## src/rtl/store_write_buffer_pkg.sv

```systemverilog
// Shared types and constants for the store write buffer.
package store_write_buffer_pkg;

  // Store size encodings on st_mask.
  localparam logic [2:0] MASK_B  = 3'b000;
  localparam logic [2:0] MASK_H  = 3'b001;
  localparam logic [2:0] MASK_W  = 3'b010;
  // Reserved unsigned-byte encoding; not a legal store size.
  localparam logic [2:0] MASK_BU = 3'b100;

  // Entry addresses are held at this width, zero-extended from the
  // instance address width, so the entry type does not depend on ADDR_W.
  localparam int unsigned WBUF_ADDR_MAX_W = 64;
  localparam int unsigned WBUF_DATA_W     = 32;

  typedef struct packed {
    logic [WBUF_ADDR_MAX_W-1:0] addr;
    logic [WBUF_DATA_W-1:0]     data;
    logic [3:0]                 strb;
  } wbuf_entry_t;

  typedef enum logic {
    IDLE  = 1'b0,
    ISSUE = 1'b1
  } drain_state_t;

endpackage

```

## src/rtl/wbuf_store_align.sv

```systemverilog
// Places LSB-justified store data on its byte lanes and builds the strobe;
// flags illegal size encodings and misaligned halfword/word stores.
module wbuf_store_align
  import store_write_buffer_pkg::*;
(
  input  logic [2:0]  mask,
  input  logic [1:0]  lane,
  input  logic [31:0] wdata,
  output logic [31:0] data,
  output logic [3:0]  strb,
  output logic        illegal
);

  // Lane placement and legality per store size.
  always_comb begin
    data    = '0;
    strb    = '0;
    illegal = 1'b0;
    case (mask)
      MASK_B: begin
        strb = 4'b0001 << lane;
        data = 32'(wdata[7:0]) << {lane, 3'b000};
      end
      MASK_H: begin
        if (lane[0]) begin
          illegal = 1'b1;
        end else if (lane[1]) begin
          strb = 4'b1100;
          data = {wdata[15:0], 16'h0000};
        end else begin
          strb = 4'b0011;
          data = {16'h0000, wdata[15:0]};
        end
      end
      MASK_W: begin
        if (lane != 2'b00) begin
          illegal = 1'b1;
        end else begin
          strb = 4'b1111;
          data = wdata;
        end
      end
      default: illegal = 1'b1;
    endcase
  end

endmodule

```

## src/rtl/store_write_buffer.sv

```systemverilog
// Posted-write FIFO between the write-through cache path and main memory.
// Drains one entry per cycle with a req/ack handshake and forwards
// buffered full-word stores to loads.
module store_write_buffer
  import store_write_buffer_pkg::*;
#(
  parameter int unsigned DEPTH  = 4,
  parameter int unsigned ADDR_W = 32,
  parameter int unsigned DATA_W = 32
) (
  input  logic              clk,
  input  logic              reset,
  input  logic              st_valid,
  input  logic [ADDR_W-1:0] st_addr,
  input  logic [DATA_W-1:0] st_wdata,
  input  logic [2:0]        st_mask,
  output logic              st_ready,
  output logic              st_err,
  input  logic              ld_valid,
  input  logic [ADDR_W-1:0] ld_addr,
  output logic              fwd_hit,
  output logic [DATA_W-1:0] fwd_data,
  output logic              ld_stall,
  output logic              mem_req,
  output logic [ADDR_W-1:0] mem_addr,
  output logic [DATA_W-1:0] mem_wdata,
  output logic [3:0]        mem_wstrb,
  input  logic              mem_ack,
  output logic              empty
);

  localparam int unsigned PTR_W     = (DEPTH > 1) ? $clog2(DEPTH) : 1;
  localparam logic [PTR_W:0] DEPTH_CNT = (PTR_W+1)'(DEPTH);

  wbuf_entry_t              entries [DEPTH];
  logic [DEPTH-1:0]         valid;
  logic [PTR_W-1:0]         head;
  logic [PTR_W-1:0]         tail;
  logic [PTR_W:0]           count;
  logic [PTR_W:0]           count_nxt;
  drain_state_t             state;
  drain_state_t             state_nxt;

  logic [31:0]              al_data;
  logic [3:0]               al_strb;
  logic                     al_illegal;
  logic                     push;
  logic                     pop;
  wbuf_entry_t              new_entry;

  logic [WBUF_ADDR_MAX_W-1:0] ld_word;
  logic [PTR_W-1:0]         fwd_idx;
  logic                     match;
  logic [31:0]              match_data;
  logic [3:0]               match_strb;
  logic                     unused_ld_lanes;

  wbuf_store_align u_align (
    .mask    (st_mask),
    .lane    (st_addr[1:0]),
    .wdata   (st_wdata),
    .data    (al_data),
    .strb    (al_strb),
    .illegal (al_illegal)
  );

  assign st_ready = (count < DEPTH_CNT);
  assign empty    = (count == '0);
  assign push     = st_valid & st_ready & ~al_illegal;
  assign pop      = (state == ISSUE) & mem_ack;

  assign new_entry.addr = WBUF_ADDR_MAX_W'({st_addr[ADDR_W-1:2], 2'b00});
  assign new_entry.data = al_data;
  assign new_entry.strb = al_strb;

  assign mem_req   = (state == ISSUE);
  assign mem_addr  = entries[head].addr[ADDR_W-1:0];
  assign mem_wdata = entries[head].data;
  assign mem_wstrb = entries[head].strb;

  // Occupancy after this cycle's enqueue/pop.
  always_comb begin
    count_nxt = count;
    if (push && !pop) begin
      count_nxt = count + (PTR_W+1)'(1);
    end else if (!push && pop) begin
      count_nxt = count - (PTR_W+1)'(1);
    end
  end

  // FIFO storage, pointers, occupancy and registered store error.
  always_ff @(posedge clk or negedge reset) begin
    if (!reset) begin
      for (int unsigned i = 0; i < DEPTH; i++) begin
        entries[i] <= '0;
      end
      valid  <= '0;
      head   <= '0;
      tail   <= '0;
      count  <= '0;
      st_err <= 1'b0;
    end else begin
      if (push) begin
        entries[tail] <= new_entry;
        valid[tail]   <= 1'b1;
        tail          <= tail + PTR_W'(1);
      end
      if (pop) begin
        valid[head] <= 1'b0;
        head        <= head + PTR_W'(1);
      end
      count  <= count_nxt;
      st_err <= st_valid & al_illegal;
    end
  end

  // Drain state register.
  always_ff @(posedge clk or negedge reset) begin
    if (!reset) begin
      state <= IDLE;
    end else begin
      state <= state_nxt;
    end
  end

  // Drain next-state: issue while entries remain, idle once the last one pops.
  always_comb begin
    state_nxt = state;
    case (state)
      IDLE:    if (count != '0) state_nxt = ISSUE;
      ISSUE:   if (pop && (count_nxt == '0)) state_nxt = IDLE;
      default: state_nxt = IDLE;
    endcase
  end

  assign ld_word         = WBUF_ADDR_MAX_W'(ld_addr);
  assign unused_ld_lanes = ^ld_word[1:0];

  // Walk entries oldest to youngest so the youngest word match is kept.
  always_comb begin
    fwd_idx    = head;
    match      = 1'b0;
    match_data = '0;
    match_strb = '0;
    for (int unsigned k = 0; k < DEPTH; k++) begin
      fwd_idx = head + PTR_W'(k);
      if (valid[fwd_idx] &&
          (entries[fwd_idx].addr[WBUF_ADDR_MAX_W-1:2] == ld_word[WBUF_ADDR_MAX_W-1:2])) begin
        match      = 1'b1;
        match_data = entries[fwd_idx].data;
        match_strb = entries[fwd_idx].strb;
      end
    end
  end

  assign fwd_hit  = ld_valid & match & (match_strb == 4'b1111);
  assign ld_stall = ld_valid & match & (match_strb != 4'b1111);
  assign fwd_data = fwd_hit ? match_data : '0;

endmodule

```

## config.mk

```make
export PLATFORM = sky130hd
export DESIGN_NAME = store_write_buffer
export DESIGN_NICKNAME = d
export VERILOG_FILES = /design/src/rtl/store_write_buffer_pkg.sv /design/src/rtl/wbuf_store_align.sv /design/src/rtl/store_write_buffer.sv
export SDC_FILE = /design/constraint.sdc
export NUM_CORES = 1
export LEC_CHECK = 0
export ABC_AREA = 1
export CORE_UTILIZATION = 55
export DETAILED_ROUTE_END_ITERATION = 8
export GPL_ROUTABILITY_DRIVEN = 1
export PLACE_DENSITY_LB_ADDON = 0.12
export SLEW_MARGIN = 25
export SYNTH_ARGS = -nofsm -noshare
export SYNTH_HDL_FRONTEND = slang
export SYNTH_HIERARCHICAL = 1
export SYNTH_SLANG_ARGS = --single-unit
export TNS_END_PERCENT = 100
```

## constraint.sdc

```tcl
create_clock -name clk -period 10.2 [get_ports clk]
set_input_delay 1.53 -clock clk [delete_from_list [all_inputs] [get_ports clk]]
set_output_delay 1.53 -clock clk [all_outputs]
set_load 0.02 [all_outputs]
```

======== Word-level counts from Yosys, hierarchy flattened ========
Cells that the tools add are included.
storage, ports and cells
  flip-flop bits (word level) ............. 413
  bits of input ports ..................... 104
  output and inout port bits .............. 106
  logic and storage cells ................. 140
operators by class
  add/subtract/negate cells ............... 6
  magnitude comparators ................... 14
  equal/unequal tests ..................... 8
  shift operators ......................... 2
  mux-type cells .......................... 58
  bitwise gates (word level) .............. 17
  reduce and logical (&&, ||, !) cells .... 17
operators by type and width
  kind                 count
  $mux 100             9
  $bmux 100 s2         4
  $bwmux 400           1
  $mux 32              8
  $eq 62x30->1         4
  $demux 100 s2        1
  $pmux 32 s3          1
  $mux 4               9
  $shl 8x5->32         1
  $ge 3x3->1 const B   5
  $lt 2x3->1 const B   5
  $not 2->3            5
  $mux 1               14
  $pmux 4 s3           1
  $logic_and 1x1->1    10
  $logic_not 3->1      3
  $bmux 1 s2           4
  $and 1x1->1          7
  $mux 3               2
  $add 2x1->2 const B  2
  $add 2x2->2 const B  2
  $and 4x4->4          1
  $demux 1 s2          2
  $eq 4x4->1 const B   1
  17 further kinds     20

======== Logic depth before layout (Yosys ltp) ========
Gate-level depths: netlist of run 1.
  depth in word-level cells ............... 13
  mapped depth ............................ 28

======== Cells and area by module ========
The synthesis of run 1 kept the hierarchy.
by module, submodules not included
  module              instances  cells each  area an instance (µm²)
  store_write_buffer  1          3047        19461.2
  wbuf_store_align    1          221         943.4

======== Worst setup path after synthesis of run 1 ========
OpenSTA, ideal clock, no wires.
  path type ............................... register to output
  from .................................... register head[1]
  to ...................................... output port fwd_data[18]
  arrival time ............................ 3.782 ns
  path slack .............................. 4.888 ns
  cell stages (with the launch flop) ...... 25
  path buffers ............................ 10
  cells stage by stage .................... dfrtp_1 > buf_2 > inv_2 > buf_2 > buf_2 > clkbuf_1 > clkbuf_1 > buf_2 > ha_1 > inv_1 > buf_2 > buf_2 > nand3_1 > nand3_1 > nand2_1 > and2_1 > nand3_1 > nor2_1 > nand2_1 > buf_2 > buf_2 > nand3_1 > nand2_1 > a21oi_1 > nor2_1
on the way
  cells in the longest elaborated chain, start to end .. 13
  elaborated cells between the ends (all ways) .. 51
  classes of those cells .................. add/sub (3); eq/ne (5); mux (33); bitwise (6); reduce/logical (4)
ends and longest elaborated chain
  element                                                                 line                                                                             RTL
  start, declared                                                         store_write_buffer.sv:37                                                         logic [PTR_W-1:0] head;
  start signal, assigned                                                  store_write_buffer.sv:110                                                        head <= head + PTR_W'(1);
  $add 2x1->2 / $not 2->3 (equally long branches)                         n/a
  $not 2->3 (implied by the code) / $bmux 100 s2 (equally long branches)  store_write_buffer.sv:148, store_write_buffer.sv:150, store_write_buffer.sv:151
  $bmux 100 s2 / $mux 100 (equally long branches)                         store_write_buffer.sv:148, store_write_buffer.sv:150, store_write_buffer.sv:151
  $mux 100 (implied by the code)                                          store_write_buffer.sv:151                                                        match_strb = entries[fwd_idx].strb;
  $mux 100 (implied by the code) / $eq 62x30->1 (equally long branches)   store_write_buffer.sv:151, store_write_buffer.sv:148
  $eq 62x30->1 / $logic_and 1x1->1 (equally long branches)                store_write_buffer.sv:148, store_write_buffer.sv:147
  $logic_and 1x1->1 (tied with other cells)                               store_write_buffer.sv:147                                                        if (valid[fwd_idx] &&
  $mux 4 / $mux 1 (equally long branches) (3 in a row)                    store_write_buffer.sv:147
  $eq 4x4->1 / $and 1x1->1 (equally long branches)                        store_write_buffer.sv:156                                                        assign fwd_hit = ld_valid & match & (match_strb == 4'b1111);
  $and 1x1->1                                                             store_write_buffer.sv:156
  $mux 32 *                                                               store_write_buffer.sv:158                                                        assign fwd_data = fwd_hit ? match_data : '0;
  end, declared                                                           store_write_buffer.sv:22                                                         output logic [DATA_W-1:0] fwd_data,
Mark *: on every way between the ends. The rest lies on a longest branch, timed or not. The select of a mux whose other input is x is not followed.

======== Final worst setup path of run 1 ========
  from .................................... register head[0]
  to ...................................... output port fwd_data[0]
The elaborated chain is that of the path after synthesis.

==> flow_metrics.py, run 1 <==
metrics = {
    "yosys": {
        "ys_seq_area_share_pct": 33.97,
        "ys_ff_latch": 277,
        "yosysWarnings": 6,
        "synth_fa_ha_area_share_pct": 0.6745,
        "synthMuxAreaShare_pct": 3.189,
        "syn_area_per_cell_um2": 6.244,
        "synth_compound_area_share_pct": 14.37,
        "synth_top_family_by_area": "simple AND/OR/NAND/NOR gates",
        "ys.flop_type": "dfrtp_1",
        "synthCells": 3268,
        "synth_xor_area_share_pct": 0.5151,
        "synth-simple-area-share_pct": 38.21,
        "synth_edf_count": 0,
        "ys_types": 40,
        "async_flop_share_pct": 100.0,
        "netlist_area_um2": 20400,
    },
    "clock_network": {
        "clock_sinks": 277,
        "cts-root-buf": "clkbuf_16",
        "ctsResizeCount": 0,
        "cts_buffers": 35,
        "clk_latency_ns": 0.55,
        "clockBufferDepth": 3,
        "htreeDepth": 2,
        "path_clk_slew_ns": 0.06,
        "hold_buffers": 0,
        "tritoncts": "done",
        "postCtsSetupRepairBufs": 0,
    },
    "final_layout": {
        "area_delta_synth_final_pct": 15.60,
        "utilization_pct": 64.58,
        "stdcell_count": 3821,
        "most-common-layout-cells": "nand2_1 (1,211), o21ai_0 (473), nand3_1 (387)",
        "fill_cells": 3369,
        "layout_commonest_cell": "nand2_1",
        "final_net_count": 3444,
        "n_antenna_cell": 0,
        "drive_above_1_share_pct": 4.116,
    },
    "worst_setup_path": {
        "worst-path-max-fanout": 118,
        "required_ns": 8.67,
        "worstSetupEndpointType": "output pin",
        "start_kind": "register",
        "worstReg2RegEnd": "head[1]$_DFFE_PN0P_",
        "r2r-start": "head[0]$_DFFE_PN0P_",
        "crit_type": "reg2out",
        "rrSetupSlack_ns": 6.75,
        "rr_worst_depth": 5,
        "critical_path_arrival_ns": 7.06,
    },
    "route": {
        "drt-vias-per-instance": 5.863,
        "drtPass1Iterations": 9,
        "ant_nets": 0,
        "drt_iter0_drc": 2310,
        "drcViolationCount": 0,
        "vias": 22402,
        "wirelength_um": 70480,
        "avgRoutedWirePerCell_um": 18.45,
    },
    "worst_hold_path": {
        "min_to": "entries[233]$_DFFE_PN0P_",
        "worstHoldStart": "entries[233]$_DFFE_PN0P_",
        "hold_path_depth": 2,
        "hold_path_class": "reg2reg",
    },
    "status": {
        "outcome": "finished clean",
    },
    "pwr": {
        "ir_drop_mv": 0.1897,
        "p_per_area_nw_per_um2": 321.0,
        "p_leak_nw": 11.34,
    },
    "floorplanning": {
        "row_count": 70,
        "boundaryPins": 210,
        "die_width_um": 194.6,
        "die_area_um2": 37870,
        "start_util_pct": 55.87,
        "core_area_um2": 36520,
        "die_h_um": 194.6,
    },
    "timing": {
        "rsz0062_at_grt": "false",
        "fmax_ghz": 0.1164,
        "worst_slew_pin_slew_ns": 1.058,
        "slew_headroom_pct": 29.46,
        "setup_violations": 0,
        "min_period_ns": 8.592,
        "setup-tns-final_ns": 0,
        "clock_skew_ns": 0.01192,
        "slew_violations": 0,
        "final.period_utilization_pct": 84.24,
        "hold_violations": 0,
    },
    "global_route": {
        "grt_use_met3_pct": 4.546,
        "grt-ovfl-total": 0,
        "met1_usage_pct": 46.80,
        "grt.total_usage_pct": 37.32,
        "grt_start_max_net_pins": 162,
        "grt_pass1_vias": 21050,
        "antenna_found_initial": 0,
        "gr-usage-met2_pct": 63.31,
        "busiest_layer": "met2",
        "grt_pass1_wl_um": 111500,
    },
    "flow_run": {
        "cap_violations": 0,
    },
    "place": {
        "place_congestion": 1.013,
        "post-place-cells": 3757,
        "io_buffers": 205,
        "hpwl_um": 46900,
    },
}
## registers in the layout (all words and copies together) (netlist names)
register	cells
tail	2
st_err	1
head	2
valid	4
entries	264
count	3
mem_req	1
## cell usage after synthesis (2+ instances only)
cell type,count,share of area [%]
o21ai_1,23,0.56
a21oi_1,68,1.7
xor2_1,11,0.47
clkbuf_1,93,1.7
a22oi_1,4,0.15
nand3_1,387,9.5
nor2_4,5,0.28
o21ai_0,473,12
buf_1,10,0.18
buf_2,75,1.8
nor3_1,2,0.049
nand2_2,4,0.12
inv_2,4,0.074
nand4_1,18,0.55
nor2_2,30,0.92
nand2_1,1216,22
mux2i_1,65,3.2
inv_1,220,4.0
nand2_4,2,0.11
nor2_1,225,4.1
ha_1,11,0.67
buf_4,13,0.48
dfrtp_1,277,34
buf_6,11,0.61
o211ai_1,5,0.18
nor2b_1,2,0.061
## where the power goes
group	internal [mW]	total (mW)	switching, mW
registers	1.45	1.78	0.330
logic	1.47	4.48	3.01
clock network	0.803	1.31	0.507
## kinds of logic after synthesis
family | Yosys count
AND/OR/NAND/NOR | 1894
AO/OA/AOI/OAI | 578
buffers and inverters | 430
flip-flops | 277
multiplexers | 65
XOR/XNOR | 12
adder cells (fa/ha/maj) | 11
other | 1
## metrics by stage
step	hold WS, ns	power (mW)	area, um2	setup WS, ns
global route	0.4970	8.148	23590	1.333
finish	0.4859	7.571	23590	1.608
floorplan	0.4530	4.850	20410	4.888
detailed placement	0.4730	6.149	22290	1.955
global placement	0.4665	6.025	22290	2.106
CTS	0.4870	7.479	23490	1.328
## layer usage
layer  vias to the layer above  wire length [um]
met4                         0              3430
li1                      10672                 -
met5                         -                 0
met3                       192              5350
met2                      1091             33400
met1                     10447             28300
## area by class of cell
type                       count  area [um2]  area share, %
clock buffer                  48        1025          4.344
multi-input combinational   2562       11710          49.63
sequential                   277        6937          29.41
timing repair buffer         225        2283          9.681
tap                          468       585.6          2.482
clock inverter                13       176.4         0.7479
inverter                     228       874.6          3.708
## how the worst max path moves through the flow
| stage | slack [ns] | depth (start not counted) | endpoint | from |
|---|---|---|---|---|
| 3_3_place_gp | 2.11 | 17 | fwd_data[31] | head[0]$_DFFE_PN0P_ |
| 2_1_floorplan | 4.89 | 24 | fwd_data[18] | head[1]$_DFFE_PN0P_ |
| 4_1_cts | 1.33 | 17 | fwd_data[0] | head[0]$_DFFE_PN0P_ |
| 5_1_grt | 1.33 | 19 | fwd_data[0] | head[0]$_DFFE_PN0P_ |
| 3_5_place_dp | 1.95 | 17 | fwd_data[31] | head[0]$_DFFE_PN0P_ |
| 6_report | 1.61 | 17 | fwd_data[0] | head[0]$_DFFE_PN0P_ |
## worst max-delay path, cell delays in order, from the launching register on
cell and delay (ns):
dfrtp_4 0.84, inv_6 0.46, ha_4 0.84, inv_4 0.45, nand3_1 0.21, nand2_1 0.10, o21ai_0 0.34, nor2_1 0.06
nor2b_1 0.13, nand2_1 0.09, nor2_1 0.05, nand2_1 0.06, buf_4 0.45, inv_2 0.48, o211ai_1 0.34, nand3_4 0.53
nor2_2 0.30, clkdlybuf4s50_1 0.64
No activity file was read; power rests on OpenSTA's default activity.
==> run 2, diff against run 1 <==
--- a/config.mk
+++ b/config.mk
@@ -6,7 +6,7 @@
 export NUM_CORES = 1
 export LEC_CHECK = 0
 export ABC_AREA = 1
-export CORE_UTILIZATION = 55
+export CORE_UTILIZATION = 53
 export DETAILED_ROUTE_END_ITERATION = 8
 export GPL_ROUTABILITY_DRIVEN = 1
 export PLACE_DENSITY_LB_ADDON = 0.12
==> constraint.sdc (replaced) <==
create_clock -name clk -period 7.7 [get_ports clk]
set_input_delay 1.155 -clock clk [delete_from_list [all_inputs] [get_ports clk]]
set_output_delay 1.155 -clock clk [all_outputs]
set_load 0.02 [all_outputs]
==> run 2 against run 1 <==
Flip-flop and latch count unchanged. Combinational power increased by 33%. Total power increased by 31%. Critical path depth unchanged. Utilization decreased by 2.1 points. Sequential share of layout area unchanged. Register-to-register slack got worse by 1.6 ns. Non-clock buffer count increased by 6. Clock power increased by 28%. Via count about the same. Die area increased by 3.7%. Final cell count increased by 1.3%. Critical path type unchanged. Critical endpoint is now fwd_data[24]. Largest cell class unchanged. Largest power group unchanged. Highest routed layer is now met5.
==> flow_metrics.py, run 2 (same netlist as run 1, synthesis figures left out) <==
metrics = {
    "place": {
        "hpwl_um": 46320,
        "io_buffers": 205,
        "place_congestion": 0.9608,
    },
    "global_route": {
        "grt_pass1_wl_um": 109700,
        "gr-usage-met2_pct": 56.22,
        "grt.total_usage_pct": 35.80,
        "grt_use_met3_pct": 6.421,
        "grt-ovfl-total": 0,
        "antenna_found_initial": 3,
        "grt_pass1_vias": 20689,
        "met1_usage_pct": 48.66,
        "busiest_layer": "met2",
        "grt_start_max_net_pins": 216,
    },
    "worst_hold_path": {
        "hold_path_class": "reg2reg",
    },
    "clock_network": {
        "hold_buffers": 0,
        "htreeDepth": 2,
        "cts-root-buf": "clkbuf_16",
        "clock_sinks": 277,
        "path_clk_slew_ns": 0.06,
        "clockBufferDepth": 3,
        "cts_buffers": 35,
        "ctsResizeCount": 0,
        "tritoncts": "done",
        "clk_latency_ns": 0.57,
        "postCtsSetupRepairBufs": 0,
    },
    "pwr": {
        "power_frac_seq_pct": 23.1,
        "finalPower_mw": 9.955,
        "switching_share_pct": 51.09,
        "p_clk_share_pct": 16.9,
        "p_sw_mw": 5.086,
        "ir_drop_mv": 0.4352,
        "combPwrFrac_pct": 60.0,
        "p_per_area_nw_per_um2": 422.0,
        "p_int_mw": 4.869,
        "p_leak_nw": 11.32,
    },
    "worst_setup_path": {
        "required_ns": 6.55,
        "worstSetupEndpointType": "output pin",
        "path_cells": "inv_6, ha_4, inv_4, nand3_1, nand3_1, nand2_1, nor2_1, nand3_1, nor2_1, nand2_2, o21ai_0, nor2_1, nor2_2, nand3_2, buf_4, nor2_2, clkdlybuf4s50_1",
        "critical_path_arrival_ns": 5.70,
        "max_stage_delay_ns": 0.65,
        "crit_type": "reg2out",
        "worst-path-max-fanout": 79,
        "start_kind": "register",
        "cp_slowest_cell": "clkdlybuf4s50_1",
    },
    "floorplanning": {
        "boundaryPins": 210,
        "row_count": 71,
        "die_h_um": 198.2,
        "core_area_um2": 37760,
        "die_width_um": 198.2,
        "start_util_pct": 54.04,
        "die_area_um2": 39290,
    },
    "final_layout": {
        "most-common-layout-cells": "nand2_1 (1,211), o21ai_0 (473), nand3_1 (387)",
        "final_net_count": 3450,
        "fill_cells": 3605,
        "drive_above_1_share_pct": 4.168,
        "layout_commonest_cell": "nand2_1",
        "area_delta_synth_final_pct": 15.60,
        "largest_register_ffs": 264,
        "top_register": "entries",
        "seq_area_um2": 6937,
        "multi_input_area_um2": 11700,
        "top_regs": "entries x264, valid x4, count x3",
    },
    "flow_run": {
        "cap_violations": 0,
    },
    "timing": {
        "hold_violations": 0,
        "clock_skew_ns": 0.01682,
        "setup_violations": 0,
        "final.period_utilization_pct": 89.03,
        "slew_violations": 0,
        "rsz0062_at_grt": "false",
        "min_period_ns": 6.856,
        "slew_headroom_pct": 29.71,
        "worst_slew_pin_slew_ns": 1.054,
        "fmax_ghz": 0.1459,
        "hold-worst-slack_ns": 0.4854,
        "setup-tns-final_ns": 0,
    },
    "status": {
        "outcome": "finished clean",
    },
    "route": {
        "ant_nets": 0,
        "drt-vias-per-instance": 5.781,
        "avgRoutedWirePerCell_um": 17.87,
        "drtPass1Iterations": 6,
        "wirelength_um": 69210,
        "drt_iter0_drc": 2364,
        "vias": 22383,
        "drcViolationCount": 0,
    },
}
-- run 2: cell count changes in the layout (fill, tap and decap cells not counted), moves of 2 or more --
cell / delta
buf_4: +8
clkbuf_8: -6
clkbuf_1: +4
buf_16: -3
diode_2: +2
-- run 2: cell type report --
cell class                      instances  area share (%)
Multi-Input combinational cell       2562           49.60
Timing Repair Buffer                  231           9.670
Clock inverter                         14          0.7214
Antenna cell                            2         0.02122
Tap cell                              511           2.711
Clock buffer                           47           4.164
Inverter                              228           3.708
Sequential cell                       277           29.41
-- run 2: critical path: cells and delay by family, from the launching register on --
kind                     cells  cell delay (ns)
buffers and inverters        4             1.86
flip-flops                   1             0.51
adder cells (fa/ha/maj)      1             0.29
AND/OR/NAND/NOR             11             2.04
AO/OA/AOI/OAI                1             0.21
-- run 2: metrics by stage --
stage / utilization (%) / instance area [um2] / instances / setup slack, ns
floorplan: - / 20410 / 3269 / 2.763
finish: 62.48 / 23590 / 3872 / 0.8444
detailed placement: 59.40 / 22430 / 3809 / 1.596
CTS: 62.45 / 23580 / 3870 / 0.9984
global route: 62.46 / 23580 / 3870 / 0.5081
global placement: 59.40 / 22430 / 3809 / 1.716
-- run 2: power groups by stage --
| stage | clock network [mW] | logic [mW] | registers, mW |
|---|---|---|---|
| floorplan | 0 | 4.23 | 2.20 |
| finish | 1.68 | 5.98 | 2.30 |
| global placement | 0 | 5.69 | 2.29 |
| CTS | 1.70 | 5.86 | 2.29 |
| detailed placement | 0 | 5.82 | 2.30 |
| global route | 1.76 | 6.63 | 2.35 |
-- run 2: worst paths after layout --
path,startpoint,endpoint,slack (ns),depth (start not counted)
max reg2reg,count[2]$_DFF_PN0_,entries[227]$_DFFE_PN0P_,5.14,6
max,head[0]$_DFFE_PN0P_,fwd_data[24],0.84,17
min reg2reg,entries[213]$_DFFE_PN0P_,entries[213]$_DFFE_PN0P_,0.49,2
min in group asynchronous,reset,entries[44]$_DFFE_PN0P_,0.66,1
min,entries[213]$_DFFE_PN0P_,entries[213]$_DFFE_PN0P_,0.49,2
max in group asynchronous,reset,entries[19]$_DFFE_PN0P_,5.60,2
-- run 2: metal layers --
metal  up-vias  wire (um)
met4         2       2482
met5         -         12
li1      10703          -
met2      1073      30640
met1     10439      29690
met3       166       6390
